## src/rtl/dt_seq_engine_if.sv

```systemverilog
// Bus bundle for dt_seq_engine: config write port, feature input handshake
// and result output handshake. The engine sits on the slave modport.
interface dt_seq_engine_if #(
    parameter int N     = 8,
    parameter int F     = 6,
    parameter int C     = 3,
    parameter int DEPTH = 5
);
    localparam int FIW = (F > 1) ? $clog2(F) : 1;
    localparam int AW  = DEPTH + 1;

    logic                 cfg_we;
    logic [AW-1:0]        cfg_addr;
    logic [FIW+N:0]       cfg_data;
    logic                 cfg_busy;
    logic                 in_valid;
    logic                 in_ready;
    logic [F*N-1:0]       feat_in;
    logic                 out_valid;
    logic                 out_ready;
    logic [C-1:0]         cls;
    logic [AW-1:0]        out_depth;
    logic                 out_err;

    modport master (
        output cfg_we, cfg_addr, cfg_data, in_valid, feat_in, out_ready,
        input  cfg_busy, in_ready, out_valid, cls, out_depth, out_err
    );

    modport slave (
        input  cfg_we, cfg_addr, cfg_data, in_valid, feat_in, out_ready,
        output cfg_busy, in_ready, out_valid, cls, out_depth, out_err
    );
endinterface

```

## src/rtl/dt_seq_engine.sv

```systemverilog
// Sequential decision-tree classifier. A register-based node table holds a
// complete binary tree (root 0, children 2i+1 / 2i+2); one level is walked
// per clock and the reached leaf class is returned over valid/ready.
module dt_seq_engine #(
    parameter int N     = 8,
    parameter int F     = 6,
    parameter int C     = 3,
    parameter int DEPTH = 5
) (
    input  logic               clk,
    input  logic               rst,
    dt_seq_engine_if.slave     bus
);
    localparam int FIW   = (F > 1) ? $clog2(F) : 1;
    localparam int AW    = DEPTH + 1;
    localparam int NODES = (1 << (DEPTH + 1)) - 1;

    // First node index on the bottom level; such nodes are always leaves.
    localparam logic [AW-1:0] LAST_LVL = AW'((1 << DEPTH) - 1);
    localparam logic [AW:0]   NODES_W  = (AW+1)'(NODES);

    typedef struct packed {
        logic           leaf;
        logic [FIW-1:0] fidx;
        logic [N-1:0]   thr;
    } node_t;

    typedef enum logic [1:0] {
        IDLE = 2'd0,
        RUN  = 2'd1,
        DONE = 2'd2
    } state_t;

    state_t           state_q, state_d;
    node_t            tbl_q [NODES];
    logic [F*N-1:0]   feat_q, feat_d;
    logic [AW-1:0]    node_q, node_d;
    logic [AW-1:0]    depth_q, depth_d;
    logic             err_q, err_d;
    logic [C-1:0]     cls_q, cls_d;
    logic [AW-1:0]    odep_q, odep_d;
    logic             oerr_q, oerr_d;
    logic             ovld_q, ovld_d;

    node_t            cur;
    logic [N-1:0]     f_sel;
    logic             f_bad;
    logic             is_leaf;
    logic             less;
    logic [AW-1:0]    child;
    logic             tbl_we;

    // Table writes are accepted only while idle and for in-range addresses.
    assign tbl_we = (state_q == IDLE) && bus.cfg_we && ({1'b0, bus.cfg_addr} < NODES_W);

    // Current node decode: feature select, compare and child address.
    always_comb begin
        cur   = tbl_q[node_q];
        f_sel = '0;
        for (int k = 0; k < F; k++) begin
            if (cur.fidx == FIW'(k)) f_sel = feat_q[k*N +: N];
        end
        f_bad   = (int'(cur.fidx) >= F);
        is_leaf = cur.leaf || (node_q >= LAST_LVL);
        less    = (f_sel < cur.thr);
        child   = {node_q[AW-2:0], 1'b0} + (less ? AW'(1) : AW'(2));
    end

    // Next-state and datapath updates for IDLE / RUN / DONE.
    always_comb begin
        state_d = state_q;
        feat_d  = feat_q;
        node_d  = node_q;
        depth_d = depth_q;
        err_d   = err_q;
        cls_d   = cls_q;
        odep_d  = odep_q;
        oerr_d  = oerr_q;
        ovld_d  = ovld_q;
        case (state_q)
            IDLE: begin
                // A config write in the same cycle blocks input acceptance.
                if (bus.in_valid && !bus.cfg_we) begin
                    feat_d  = bus.feat_in;
                    node_d  = '0;
                    depth_d = '0;
                    err_d   = 1'b0;
                    state_d = RUN;
                end
            end
            RUN: begin
                if (is_leaf) begin
                    cls_d   = cur.thr[C-1:0];
                    odep_d  = depth_q;
                    oerr_d  = err_q;
                    ovld_d  = 1'b1;
                    state_d = DONE;
                end else begin
                    node_d  = child;
                    depth_d = depth_q + AW'(1);
                    err_d   = err_q | f_bad;
                end
            end
            DONE: begin
                if (bus.out_ready) begin
                    ovld_d  = 1'b0;
                    state_d = IDLE;
                end
            end
            default: state_d = IDLE;
        endcase
    end

    // Control and datapath registers.
    always_ff @(posedge clk) begin
        if (rst) begin
            state_q <= IDLE;
            feat_q  <= '0;
            node_q  <= '0;
            depth_q <= '0;
            err_q   <= 1'b0;
            cls_q   <= '0;
            odep_q  <= '0;
            oerr_q  <= 1'b0;
            ovld_q  <= 1'b0;
        end else begin
            state_q <= state_d;
            feat_q  <= feat_d;
            node_q  <= node_d;
            depth_q <= depth_d;
            err_q   <= err_d;
            cls_q   <= cls_d;
            odep_q  <= odep_d;
            oerr_q  <= oerr_d;
            ovld_q  <= ovld_d;
        end
    end

    // Node table; reset turns every entry into a class-0 leaf.
    always_ff @(posedge clk) begin
        if (rst) begin
            for (int i = 0; i < NODES; i++) begin
                tbl_q[i] <= '{leaf: 1'b1, fidx: '0, thr: '0};
            end
        end else if (tbl_we) begin
            tbl_q[bus.cfg_addr] <= node_t'(bus.cfg_data);
        end
    end

    assign bus.cfg_busy  = (state_q != IDLE);
    assign bus.in_ready  = (state_q == IDLE) && !bus.cfg_we;
    assign bus.out_valid = ovld_q;
    assign bus.cls       = cls_q;
    assign bus.out_depth = odep_q;
    assign bus.out_err   = oerr_q;

endmodule

```

## src/flat_wrapper.sv

```systemverilog
// flat-port wrapper written by rule: the top's interface ports become plain ports
module dt_seq_engine_flat 
#(
    parameter int N     = 8,
    parameter int F     = 6,
    parameter int C     = 3,
    parameter int DEPTH = 5
)
  (clk, rst, bus_cfg_we, bus_cfg_addr, bus_cfg_data, bus_in_valid, bus_feat_in, bus_out_ready, bus_cfg_busy, bus_in_ready, bus_out_valid, bus_cls, bus_out_depth, bus_out_err);
  dt_seq_engine_if #(.N(N), .F(F), .C(C), .DEPTH(DEPTH)) bus_i ();
  input  logic clk;
  input  logic rst;
  input wire logic [$bits(bus_i.cfg_we)-1:0] bus_cfg_we;
  input wire logic [$bits(bus_i.cfg_addr)-1:0] bus_cfg_addr;
  input wire logic [$bits(bus_i.cfg_data)-1:0] bus_cfg_data;
  input wire logic [$bits(bus_i.in_valid)-1:0] bus_in_valid;
  input wire logic [$bits(bus_i.feat_in)-1:0] bus_feat_in;
  input wire logic [$bits(bus_i.out_ready)-1:0] bus_out_ready;
  output wire logic [$bits(bus_i.cfg_busy)-1:0] bus_cfg_busy;
  output wire logic [$bits(bus_i.in_ready)-1:0] bus_in_ready;
  output wire logic [$bits(bus_i.out_valid)-1:0] bus_out_valid;
  output wire logic [$bits(bus_i.cls)-1:0] bus_cls;
  output wire logic [$bits(bus_i.out_depth)-1:0] bus_out_depth;
  output wire logic [$bits(bus_i.out_err)-1:0] bus_out_err;
  assign bus_i.cfg_we = bus_cfg_we;
  assign bus_i.cfg_addr = bus_cfg_addr;
  assign bus_i.cfg_data = bus_cfg_data;
  assign bus_i.in_valid = bus_in_valid;
  assign bus_i.feat_in = bus_feat_in;
  assign bus_i.out_ready = bus_out_ready;
  assign bus_cfg_busy = bus_i.cfg_busy;
  assign bus_in_ready = bus_i.in_ready;
  assign bus_out_valid = bus_i.out_valid;
  assign bus_cls = bus_i.cls;
  assign bus_out_depth = bus_i.out_depth;
  assign bus_out_err = bus_i.out_err;
  dt_seq_engine #(.N(N), .F(F), .C(C), .DEPTH(DEPTH)) u_core (.clk(clk), .rst(rst), .bus(bus_i));
endmodule
```

## config.mk

```make
export PLATFORM = sky130hd
export DESIGN_NAME = dt_seq_engine_flat
export DESIGN_NICKNAME = d
export VERILOG_FILES = /design/src/rtl/dt_seq_engine_if.sv /design/src/rtl/dt_seq_engine.sv /design/src/flat_wrapper.sv
export SDC_FILE = /design/constraint.sdc
export NUM_CORES = 1
export LEC_CHECK = 0
export ABC_AREA = 1
export CAP_MARGIN = 0
export CORE_MARGIN = 1
export CORE_UTILIZATION = 45
export DETAILED_ROUTE_END_ITERATION = 8
export GPL_TIMING_DRIVEN = 0
export PLACE_DENSITY = 0.64
export SLEW_MARGIN = 20
export SYNTH_ARGS = -nofsm -noshare
export SYNTH_HDL_FRONTEND = slang
export SYNTH_SLANG_ARGS = --single-unit
export TNS_END_PERCENT = 10
```

## constraint.sdc

```tcl
create_clock -name clk -period 9.6 [get_ports clk]
set_input_delay 1.44 -clock clk [delete_from_list [all_inputs] [get_ports clk]]
set_output_delay 1.44 -clock clk [all_outputs]
set_load 0.1 [all_outputs]
```

# Word-level counts from Yosys, hierarchy flattened
# Memory sizes are Yosys's and may differ from the RTL's. A register that Yosys moved wholly into a read port is not among the register bits.
# Index checks and enable logic that the tools add are counted.
# totals
regBits	74
ram_bits	756
output_inout_bits	13
wordCells	77
memories	1
# mem_list
name	words	word_bits	read_ports	rd_ports_with_merged_regs	wr	line	text
u_core.tbl_q	63	12	1	1	63	dt_seq_engine.sv:35	node_t tbl_q [NODES];
# op_classes
addsub	2
n_lt_le_gt_ge	4
eq_ne	11
mux	32
bitwise_logic	1
n_reduce_logical	17
# ops
operator	n
8-bit 2-to-1 mux	6
6-bit 2-to-1 mux	6
6-bit one-hot mux with 2 select lines	2
12-bit 2-to-1 mux	1
12-bit OR reduction	1
1-bit 2-to-1 mux	10
3-bit AND reduction	3
8-bit < comparator	1
2-bit 2-to-1 mux	4
6-bit by 1-bit adder with 6-bit output (second input constant)	1
6-bit adder	1
3-bit by 2-bit == test with 1-bit output (second input constant)	2
3-bit == test (second input constant)	2
6-bit by 5-bit greater-or-equal comparator with 1-bit output (second input constant)	1
6-bit < comparator (second input constant)	1
2-bit != test (second input constant)	3
2-bit one-hot mux with 3 select lines	1
2-bit nonzero test	3
1-bit logical AND	4
1-bit one-hot mux with 2 select lines	2
2-bit AND reduction	2
3-bit by 1-bit == test with 1-bit output (second input constant)	1
3-bit greater-or-equal comparator (second input constant)	1
3-bit zero test	1
other kinds (7)	7

# Longest topological paths before layout
# depth
word_depth	14
ltp_mapped	32

# Worst setup path after synthesis
# No wires, ideal clock.
# synth_path
path_kind	in2out
startpoint	input bus_cfg_we
endpoint	output bus_in_ready
arrival_time_ps	2693
required_ps	8160
path_slack_ps	5467
cell_stages	1
n_path_buf	0
path_cell_list	nor2_1
# synth_between
elab_chain_cells	2
# synth_lines
element	line	text
from (decl)	flat_wrapper.sv:13	input wire logic [$bits(bus_i.cfg_we)-1:0] bus_cfg_we;
1-bit zero test	dt_seq_engine.sv:151	assign bus.in_ready = (state_q == IDLE) && !bus.cfg_we;
1-bit logical AND	dt_seq_engine.sv:151	
to (decl)	flat_wrapper.sv:20	output wire logic [$bits(bus_i.in_ready)-1:0] bus_in_ready;
# No other way between the ends.

==> out/qor.yml <==
grt_pass1_wl_um: 208000
synth_edf_count: 768
hold_start: "u_core.bus.out_valid"
seqPwrFrac_pct: 52.0
relSlewSlack_pct: 13.0
arrival_ns: 6.64
synth_cell_types: 45
cts_setup_buffers: 0
core_area_um2: 82600
comb_power_share_pct: 5.3
rr_worst_depth: 25
area.growth.synth_to_final_pct: 13.3
htreeDepth: 3
via_per_inst: 6.22
rsz0062_at_grt: "false"
hpwl_um: 107000
ys_warn_count: 0
power.switching_w: 0.00193
cp_top_family: "buffers and inverters"
die_x_um: 292
first_pass_iters: 6
maxCapViolations: 0
cp.required_ns: 10.18
cts_tree: "built"
worstMarginPinSlew_ns: 1.31
path_buf_inv: 8
drv_slew: 0
grt_pass1_vias: 29074
portBuffers: 83
numCtsBuffers: 90
ys_ff_latch: 848
cp_max_fo: 10
status: "finished, final reports clean"
cp_common_cell: "nand2_1"
fmax_mhz: 165
syn-mean-instance-area_um2: 9.79
vias: 32326
drtIter0Drc: 6301
async_flop_share_pct: 0
ant_nets: 0
cts_buffer_depth: 3
syn_area_um2: 37800
hold_end: "u_core.bus.out_valid"
ys.flop_type: "edfxtp_1"
ir_worst_vdd_mv: 0.128
drive_gt1_share_pct: 5.82
hold_viol: 0
gr-total-overflow: 0
cp_slowest_cell: "clkbuf_1"
syn_inst: 3866
leakage_nw: 16.1
power_frac_clock_pct: 42.8
path_clk_slew_ns: 0.06
yosysSeqAreaShare_pct: 65.2
die_h_um: 292
cp_num_cells: 25
internal_power_w: 0.00612
hold_buffers: 0
cts_num_sinks: 848
grt_usage_pct: 34.6
synth_area_leaders: "edfxtp_1, nor2_1, o21ai_0"
fillers: 7505
synth_top_cell_area_share_pct: 60.9
cp-end-kind: "flop"
setup_viol_count_final: 0
antenna_found_initial: 1
whs_path_depth: 2
cts_resized: 0
slowest_delay_ns: 0.83
start_util_pct: 45.8
synth_common_cells: "nor2_1, edfxtp_1, nand2_1, o21ai_0, clkbuf_1"
layout.nets: 4133
wl_um: 151000
final.setup_skew_ns: 0.0369
r2r_end: "u_core.node_q[4]"
worstSkewPairLatency_ns: 0.68
yosysMostFrequentCell: "nor2_1"
crit_type: "reg2reg"
swShare_pct: 24.0
start_kind: "flop"
finalCriticalPeriod_ns: 6.06
finalSetupTns_ns: 0
period_share_pct: 63.1
gp_congestion: 1.04
synth.largest_area_cell: "edfxtp_1"
num_io_pins: 84
wl_per_cell_um: 29.0
rows: 105
clock-root-buffer: "clkbuf_16"
hp-class: "reg2reg"
drc: 0
p_per_area_nw_per_um2: 188
grt_max_degree: 14
timing.hold.ws_ns: 0.466
rrSetupSlack_ns: 3.54
dieArea_um2: 85300
## logic make-up after synthesis
logic type	synth area share [%]
adders and majority gates	0.331
AOI/OAI and AO/OA	9.62
other	0.00991
buffers and inverters	5.24
xor gates and xnor gates	0.0695
DFF	65.2
and+or+nand+nor	19.6
## metrics by stage
stage          instance area (µm²)  cells  setup WS, ns  utilization (%)  power, W
6_report                     42900   5198          3.54             51.9   0.00804
5_1_grt                      42900   5197          3.46             51.9   0.00819
4_1_cts                      42900   5197          3.84             51.9   0.00800
3_5_place_dp                 40100   5030          3.53             48.5   0.00466
3_3_place_gp                 40100   5030          3.55             48.5   0.00466
2_1_floorplan                37900   3877          5.47                -   0.00446
## layout by cell type (no fill, tap or decap), types with 80 or more instances in the layout
master,count
nor2_1,1233
edfxtp_1,768
nand2_1,446
o21ai_0,389
clkbuf_1,255
nand3_1,183
o22ai_1,150
inv_1,121
clkbuf_16,91
clkdlybuf4s50_1,83
dfxtp_1,80
## routing by layer
layer	track usage [%]	part of all wire (%)	up-vias
li1	-	-	13546
met1	46.9	36	15467
met2	51.2	43	2840
met3	9.80	16	473
met4	16.3	5.4	0
met5	0	0	-
## worst register-to-register path, stage by stage (launching register included)
cell and delay [ns]:
dfxtp_1 0.34, inv_2 0.07, buf_4 0.21, buf_4 0.30, buf_2 0.34, buf_2 0.35, clkbuf_1 0.83, o21ai_0 0.22
o22ai_1 0.26, o21ai_0 0.18, o32ai_1 0.27, o21ai_1 0.24, o21ai_0 0.40, inv_1 0.23, ha_1 0.35, nand2_1 0.05
inv_1 0.05, nand2_1 0.04, nand2_1 0.13, nand2_1 0.10, nand2_1 0.08, ha_1 0.17, nand3_1 0.09, xor2_1 0.14
or2_2 0.29, a21oi_1 0.22
## how the worst max path moves through the flow
| stage | startpoint | end |
|---|---|---|
| finish | flop | u_core.node_q[4] |
| global placement | bus_cfg_addr[3] | u_core.tbl_q[52][5] |
| CTS | flop | flop |
| floorplan | bus_cfg_we | bus_in_ready |
| global route | flop | flop |
| detailed placement | bus_cfg_addr[3] | u_core.tbl_q[52][5] |
## final cells by class
type	count	area (µm²)	area share [%]
Tap cell	1070	1340	3.12
Antenna cell	1	2.50	0.00584
Sequential cell	848	24700	57.5
Inverter	137	517	1.21
Clock buffer	107	2340	5.45
Buffer	326	1470	3.42
Clock inverter	60	483	1.13
Timing Repair Buffer	83	831	1.94
Multi-Input combinational cell	2566	11200	26.2
## state kept, by name, summed over array words and instances, names as in the netlist, 2 cells and up, named ones only
name                  count
u_core.tbl_q            768
u_core.feat_q            48
u_core.bus.out_depth      6
u_core.depth_q            6
u_core.node_q             6
u_core.bus.cls            3
u_core.state_q            2
## power groups by stage
stage / combinational, W / sequential (W) / clock (W)
6_report: 0.000423 / 0.00418 / 0.00344
5_1_grt: 0.000440 / 0.00419 / 0.00356
4_1_cts: 0.000408 / 0.00418 / 0.00341
3_5_place_dp: 0.000406 / 0.00426 / 0
3_3_place_gp: 0.000402 / 0.00425 / 0
2_1_floorplan: 0.000207 / 0.00425 / 0
(Power assumes the default switching activity.)
